<file path="src/rtl/wave_pkg.sv">
// wave_pkg: shared state encoding, frame geometry and display conversion for the waveform capture path
package wave_pkg;
    typedef enum logic [1:0] {ARMED = 2'd0, ACTIVE = 2'd1, WAIT = 2'd2} state_t;
    localparam int SAMPLES_PER_FRAME = 256;
    localparam int ADDR_W = 9;
    localparam int DISP_W = 8;
    // Offset-binary top byte of a signed sample: 128 represents zero.
    function automatic logic [DISP_W-1:0] to_display(input logic [15:0] s);
        return {~s[15], s[14:8]};
    endfunction
endpackage

</file>
<file path="src/rtl/wave_capture_sched_sample_decimator.sv">
// sample_decimator: keeps one of every DECIMATE strobed samples and remembers the sign of the last kept one
//   clk, reset        : clock, synchronous active-high reset
//   new_sample_ready  : input strobe qualifying sample_msb
//   sample_msb        : sign bit of the incoming sample
//   kept              : combinational, high when the current strobe is a kept sample
//   prev_neg          : registered sign of the most recent kept sample
module sample_decimator #(
    parameter int DECIMATE = 1
) (
    input  logic clk,
    input  logic reset,
    input  logic new_sample_ready,
    input  logic sample_msb,
    output logic kept,
    output logic prev_neg
);
    logic [7:0] cnt_q, cnt_d;
    logic       prev_neg_q, prev_neg_d;
    always_comb begin
        kept       = new_sample_ready && cnt_q == 8'(DECIMATE - 1);
        cnt_d      = kept ? 8'd0 : new_sample_ready ? cnt_q + 8'd1 : cnt_q;
        prev_neg_d = kept ? sample_msb : prev_neg_q;
    end
    always_ff @(posedge clk) begin
        if (reset) begin
            cnt_q      <= '0;
            prev_neg_q <= 1'b0;
        end else begin
            cnt_q      <= cnt_d;
            prev_neg_q <= prev_neg_d;
        end
    end
    assign prev_neg = prev_neg_q;
endmodule

</file>
<file path="src/rtl/wave_capture_sched.sv">
// wave_capture_sched: triggers on a positive zero crossing (or timeout), captures 256 decimated samples
// into the hidden half of the ping-pong display RAM, then flips read_index during display blanking.
//   clk, reset        : clock, synchronous active-high reset
//   new_sample_ready  : one-cycle strobe qualifying new_sample_in (signed 16-bit)
//   wave_display_idle : display is in blanking, safe to swap halves
//   write_enable/write_address/write_sample : registered RAM write port
//   read_index        : half shown by the display; armed : FSM is waiting for a trigger
module wave_capture_sched
    import wave_pkg::*;
#(
    parameter int DECIMATE     = 1,
    parameter int TRIG_TIMEOUT = 1024
) (
    input  logic              clk,
    input  logic              reset,
    input  logic              new_sample_ready,
    input  logic [15:0]       new_sample_in,
    input  logic              wave_display_idle,
    output logic              write_enable,
    output logic [ADDR_W-1:0] write_address,
    output logic [DISP_W-1:0] write_sample,
    output logic              read_index,
    output logic              armed
);
    state_t            state_q, state_d;
    logic              read_index_q, read_index_d;
    logic              write_enable_q, write_enable_d;
    logic [ADDR_W-1:0] write_address_q, write_address_d;
    logic [DISP_W-1:0] write_sample_q, write_sample_d;
    logic [7:0]        cnt_q, cnt_d;
    logic [31:0]       tmo_q, tmo_d;
    logic              kept, prev_neg, trig, wr, flip;
    // The low byte is dropped by the 8-bit display conversion.
    logic              unused_lsbs;
    assign unused_lsbs = ^new_sample_in[7:0];
    sample_decimator #(.DECIMATE(DECIMATE)) u_dec (
        .clk              (clk),
        .reset            (reset),
        .new_sample_ready (new_sample_ready),
        .sample_msb       (new_sample_in[15]),
        .kept             (kept),
        .prev_neg         (prev_neg)
    );
    always_comb begin
        trig = kept && state_q == ARMED &&
               ((prev_neg && !new_sample_in[15]) ||
                (TRIG_TIMEOUT != 0 && tmo_q == 32'(TRIG_TIMEOUT - 1)));
        wr   = trig || (kept && state_q == ACTIVE);
        flip = state_q == WAIT && wave_display_idle;
        state_d = trig ? ACTIVE
                : (state_q == ACTIVE && kept && cnt_q == 8'(SAMPLES_PER_FRAME - 1)) ? WAIT
                : flip ? ARMED : state_q;
        read_index_d    = read_index_q ^ flip;
        cnt_d           = trig ? 8'd1 : wr ? cnt_q + 8'd1 : cnt_q;
        tmo_d           = (state_q != ARMED || trig) ? 32'd0 : kept ? tmo_q + 32'd1 : tmo_q;
        write_enable_d  = wr;
        // Capture always lands in the half the display is not reading.
        write_address_d = wr ? {~read_index_q, trig ? 8'd0 : cnt_q} : write_address_q;
        write_sample_d  = wr ? to_display(new_sample_in) : write_sample_q;
    end
    always_ff @(posedge clk) begin
        if (reset) begin
            state_q         <= ARMED;
            read_index_q    <= 1'b0;
            write_enable_q  <= 1'b0;
            write_address_q <= '0;
            write_sample_q  <= '0;
            cnt_q           <= '0;
            tmo_q           <= '0;
        end else begin
            state_q         <= state_d;
            read_index_q    <= read_index_d;
            write_enable_q  <= write_enable_d;
            write_address_q <= write_address_d;
            write_sample_q  <= write_sample_d;
            cnt_q           <= cnt_d;
            tmo_q           <= tmo_d;
        end
    end
    assign write_enable  = write_enable_q;
    assign write_address = write_address_q;
    assign write_sample  = write_sample_q;
    assign read_index    = read_index_q;
    assign armed         = state_q == ARMED;
endmodule
</file>
<file path="config.mk">
export PLATFORM = sky130hd
export DESIGN_NAME = wave_capture_sched
export DESIGN_NICKNAME = d
export VERILOG_FILES = /design/src/rtl/wave_pkg.sv /design/src/rtl/wave_capture_sched_sample_decimator.sv /design/src/rtl/wave_capture_sched.sv
export SDC_FILE = /design/constraint.sdc
export NUM_CORES = 1
export LEC_CHECK = 0
export CAP_MARGIN = 20
export CORE_MARGIN = 4
export CORE_UTILIZATION = 50
export DETAILED_ROUTE_END_ITERATION = 12
export HOLD_SLACK_MARGIN = 0.05
export PLACE_DENSITY = 0.81
export SLEW_MARGIN = 25
export SYNTH_ARGS = -nofsm -noshare
export SYNTH_HDL_FRONTEND = slang
export SYNTH_SLANG_ARGS = --single-unit
</file>
<file path="constraint.sdc">
create_clock -name clk -period 2.6 [get_ports clk]
set_clock_uncertainty 0.05 [all_clocks]
set_input_delay 0.52 -clock clk [delete_from_list [all_inputs] [get_ports clk]]
set_output_delay 0.52 -clock clk [all_outputs]
set_load 0.05 [all_outputs]
</file>
## Word-level counts from Yosys, hierarchy flattened

Cells that the tools add are included.

| cells by class | value |
|---|---|
| $add $sub $neg | 3 |
| equal/unequal tests | 4 |
| mux-type cells | 6 |
| bitwise logic cells | 3 |
| reduce and logical (&&, ||, !) cells | 20 |

Operators by type and width:

| operator | count |
|---|---|
| $add A32 B1 Y32 const B | 1 |
| $eq A32 B10 Y1 const B | 1 |
| $add A8 B1 Y8 const B | 2 |
| $eq A8 B8 Y1 const B | 1 |
| $logic_not A8 Y1 | 1 |
| $mux W8 | 1 |
| $logic_and A1 B1 Y1 | 7 |
| $reduce_bool A2 Y1 | 3 |
| $reduce_or A2 Y1 | 3 |
| $mux W2 | 2 |
| $logic_or A1 B1 Y1 | 3 |
| $mux W1 | 3 |
| $reduce_bool A3 Y1 | 1 |
| $eq A2 B1 Y1 const B | 1 |
| $eq A2 B2 Y1 const B | 1 |
| $logic_not A2 Y1 | 1 |
| $not A1 Y1 | 2 |
| $logic_not A1 Y1 | 1 |
| $xor A1 B1 Y1 | 1 |

| word-level totals | value |
|---|---|
| flip-flop bits (word level) | 70 |
| input port bits | 20 |
| output and inout bits | 20 |
| logic and storage cells | 47 |

## Longest topological paths before layout

| logic depth | value |
|---|---|
| depth after elaboration | 7 |
| gate-level depth with buffers | 9 |
| mapped depth without buffers | 7 |

## Hierarchy

From an unflattened synthesis, not the netlist that was laid out.

| second synthesis, totals | value |
|---|---|
| cells, all modules | 371 |
| area total of the unflattened synthesis | 3,201.8 µm² |

Modules (own cells, without submodules):

| module | times used | cells an instance | area each (µm²) | sequential area each (µm²) |
|---|---|---|---|---|
| wave_capture_sched | 1 | 323 | 2,770.2 | 1,221.2 |
| sample_decimator | 1 | 48 | 431.7 | 180.2 |

## Worst setup path before layout

No wires, ideal clock.

| path | value |
|---|---|
| kind | in2reg |
| from | in new_sample_ready |
| to | reg tmo_q[28] |
| arrival | 1,924 ps |
| required time | 2,480 ps |
| path slack | 557 ps |
| stages on the path | 8 |
| buffers on the path | 3 |
| cells stage by stage | buf_4 > nor4b_4 > and3_1 > buf_4 > nand4_4 > buf_6 > or3_1 > a21oi_1 |

| between the ends | value |
|---|---|
| cells in the longest elaborated chain, start to end | 5 |

RTL lines:

| item | line | text |
|---|---|---|
| from (decl) | wave_capture_sched.sv:16 | `input logic new_sample_ready,` |
| $logic_and A1 B1 Y1 (*) | wave_capture_sched_sample_decimator.sv:20 | `kept = new_sample_ready && cnt_q == 8'(DECIMATE - 1);` |
| $logic_and A1 B1 Y1 (2 in a row) | wave_capture_sched.sv:45 | `trig = kept && state_q == ARMED &&` |
| $logic_or A1 B1 Y1 | wave_capture_sched.sv:55 | `tmo_d = (state_q != ARMED \|\| trig) ? 32'd0 : kept ? tmo_q + 32'd1 : tmo_q;` |
| $reduce_or A2 Y1 (no line) | n/a |  |
| to (signal assigned) | wave_capture_sched.sv:77 | `tmo_q <= tmo_d;` |
| to (decl) | wave_capture_sched.sv:31 | `logic [31:0] tmo_q, tmo_d;` |

Mark *: on every way between the ends. The rest lies on a longest branch, timed or not.
A chain may end at the register's enable or synchronous reset.

## Final worst setup path

| path | value |
|---|---|
| from | reg state_q[0] |
| to | out armed |

| between the ends | value |
|---|---|
| cells in the longest elaborated chain, start to end | 1 |

RTL lines:

| item | line | text |
|---|---|---|
| from (decl) | wave_capture_sched.sv:25 | `state_t state_q, state_d;` |
| from (signal assigned) | wave_capture_sched.sv:71 | `state_q <= state_d;` |
| $logic_not A2 Y1 | wave_capture_sched.sv:84 | `assign armed = state_q == ARMED;` |
| to (decl) | wave_capture_sched.sv:23 | `output logic armed` |

No other way between the ends.

==> impl_results.md <==
* DR iter-0 viols at between 100 and 150
* Post-DP HPWL at 4624 um
* Final Cycle Share at 90.90%
* Max Clk Rate at 423.1 MHz
* Antenna violations before repair at 0
* Core Area at 0.006061 mm^2
* CTS clk-pin slew, worst paths at roughly 0.080 ns
* Pin count of the biggest net entering global routing at 33
* Maximum root-to-sink buffer count at 2
* Reg2Reg Setup Slack at ~0.42 ns
* Status: complete, no violations
* Cells after Synth at ~380
* Setup Fix Bufs, Post-CTS at 0
* Launch point of the worst path: state_q[0]
* CTS tree: yes
* Hold depth at 2
* Grt ovf at 0
* Hold_buf cts at 0
* Die H at 87.76 um
* Ys flop type: dfxtp_1
* Register area share after synthesis at between 40% and 50%
* Design Area, Final at 0.003865 mm^2
* WL/cell at 13.48 um
* Die W at 87.76 um
* Peak supply drop at 0.0006000 V
* Post-synthesis average cell area at 8.481 um^2
* Post-DRT Antenna Nets at 0
* DRT Wirelength at 6630 um
* CTS Buf Count at 9
* Post-synth EDFFs at 0
* Setup WS pre-CTS at 0.09006 ns
* Vias at 2755
* GR peak layer: met2
* Reg-to-Reg End: tmo_q[31]
* Syn. warnings at 0
* Fin. Hold Viols at 0
* Slew @ Worst Pin at 0.5078 ns
* # setup viols final at 0
* Vias in the first global route at roughly 2600
* DR vias/cell at 5.600
* CTS root buf: clkbuf_8
* Met1 Use GR at 21.60%
* Final worst slack at 0.2365 ns
* Critical path, cell by cell: nor2_1 -> clkdlybuf4s50_1
* Post-synthesis async set-or-reset flop share at 0%
* #FFs+latches synth at 70
* Setup TNS at 0 ns
* Met2 global-route usage at 31.92%
* Fin. max-slew vios at 0
* Main area contributors after synthesis: dfxtp_1 44%, xor2_1 6.3%, a21oi_1 6.3%
* Hold_ws at 0.4055 ns
* Slowest-stage cell, CP: clkdlybuf4s50_1
* CTS-repair resized insts at 0
* Skew-Pair Late Insertion Delay at around 0.34 ns
* CP Class: reg -> out
* Pwr dens at 596.3 mW/mm^2
* Placer Congestion at 0.8062
* Area leader, netlist: dfxtp_1
* Crit end category: output pin
* # diodes at 0
* Critical Path AT at 1.79 ns
* Max-cap violation count at 0
* Share of cells above drive strength 1 at 8.873%
* Die area at 0.007701 mm^2
* Worst endpoint required time at 2.03 ns
* Worst Setup Start Kind: flip-flop
* IO Count at 40
* # DRC at 0
* First-pass DRT Iterations at 4
* Max stage delay on crit path at between 0.8 and 0.9 ns
* Initial Utilization at between 50% and 60%
* Synth cell types at 38
* Leak at 1.351 nW
* First-pass GRT wire length at 11330 um
* Worst setup path end: armed
* # port buffers at 31
* Fin crit period at 2.363 ns
* Relative slew slack at 66.04%
* Hold Crit Class: reg -> reg
* Layout Nets at around 440
* Crit Reg-Reg Startpoint: u_dec.cnt_q[0]
* Crit path max fanout at 7
* GR Util met3 at ~5.3%
* # clock sinks at 70
* RSZ-0062 raised after global routing: no
* # rows at 28
* Syn nets at between 300 and 400
* All-layer global routing usage at about 18%
* Netlist Area Pre-Place at 0.003181 mm^2
* H-tree levels at 3
* Worst Reg-to-Reg Cells at 7
* Area Growth Syn to Fin at 21.52%
* Synth top area share at ~44%
* Placed cell area at 0.003618 mm^2
flip-flops by register name (all words and copies together) (netlist names):
name,flops
tmo_q,32
write_address,9
cnt_q,8
u_dec.cnt_q,8
write_sample,8
state_q,2
read_index,1
u_dec.prev_neg,1
write_enable,1
cell usage in the layout, fill, tap and decap left out, types with 12 or more instances in the layout:
master / instances
or3_1: 12
nand4_1: 14
a21oi_1: 40
dfxtp_1: 70
inv_1: 12
nand3_1: 26
clkdlybuf4s50_1: 31
o21ai_0: 20
xor2_1: 23
nor2_1: 36
buf_4: 12
nand2_1: 40
Yosys cell counts (all sizes together), types with 2 or more instances:
library cell / number
xor2: 23
and4: 6
clkbuf: 8
a41o: 2
xnor2: 6
nand3: 26
nor2: 36
ha: 4
nor3: 2
o31ai: 3
nand2: 40
o2111ai: 2
nand4: 16
a21oi: 40
o21ai: 20
dfxtp: 70
nor2b: 2
a21o: 3
and2: 5
nand2b: 2
inv: 12
nor4b: 2
or3: 12
buf: 11
nor4: 8
and3: 7
metrics by stage:
step | utilization (%) | std cells | power, mW
detailed placement | 59.70 | 476 | 1.267
finish | 63.77 | 492 | 2.305
CTS | 63.77 | 492 | 2.327
floorplan | - | 375 | 1.209
global route | 63.77 | 492 | 2.396
global placement | 59.70 | 476 | 1.264
layout make-up:
cell class                      count  area [um^2]
Tap cell                           75        93.84
Sequential cell                    70         1401
Timing Repair Buffer               45        440.4
Fill cell                         501         2196
Clock buffer                        9        123.9
Inverter                           12        45.04
Clock inverter                      7        122.6
Multi-Input combinational cell    274         1638
worst max-delay path: cells and delay by family, from the launching register on:
family	cells	cell delay [ns]
buf+inv	1	0.85
simple gates	1	0.23
flops	1	0.37
how the worst min path moves through the flow:
stage,from,to,slack [ns]
5_1_grt,write_address[1],write_address[1],0.43
2_1_floorplan,u_dec.prev_neg,u_dec.prev_neg,0.39
4_1_cts,write_address[7],write_address[7],0.41
3_3_place_gp,u_dec.prev_neg,u_dec.prev_neg,0.39
3_5_place_dp,write_address[7],write_address[7],0.40
6_report,write_address[4],write_address[4],0.41
cell families (layout without fill, tap and decap cells):
logic type	after synthesis	in the layout	synth area share, %
and+or+nand+nor	166	166	28.40
xor gates and xnor gates	29	29	7.986
buffers and inverters	31	73	4.445
adders and majority gates	4	4	1.574
muxes	1	1	0.3147
DFF	70	70	44.06
AOI/OAI and AO/OA	74	74	13.22
report_power, final:
group	switching, mW	internal, mW	leakage (nW)
Sequential	0.0110	1.08	0.565
Clock	0.422	0.640	0.116
Combinational	0.0868	0.0626	0.671
layer usage:
| layer | vias up | wire [um] |
|---|---|---|
| li1 | 1395 | - |
| met1 | 1307 | 2989 |
| met2 | 45 | 3213 |
| met3 | 8 | 321 |
| met4 | 0 | 106 |
| met5 | - | 0 |
No activity file was read; power rests on OpenSTA's default activity.
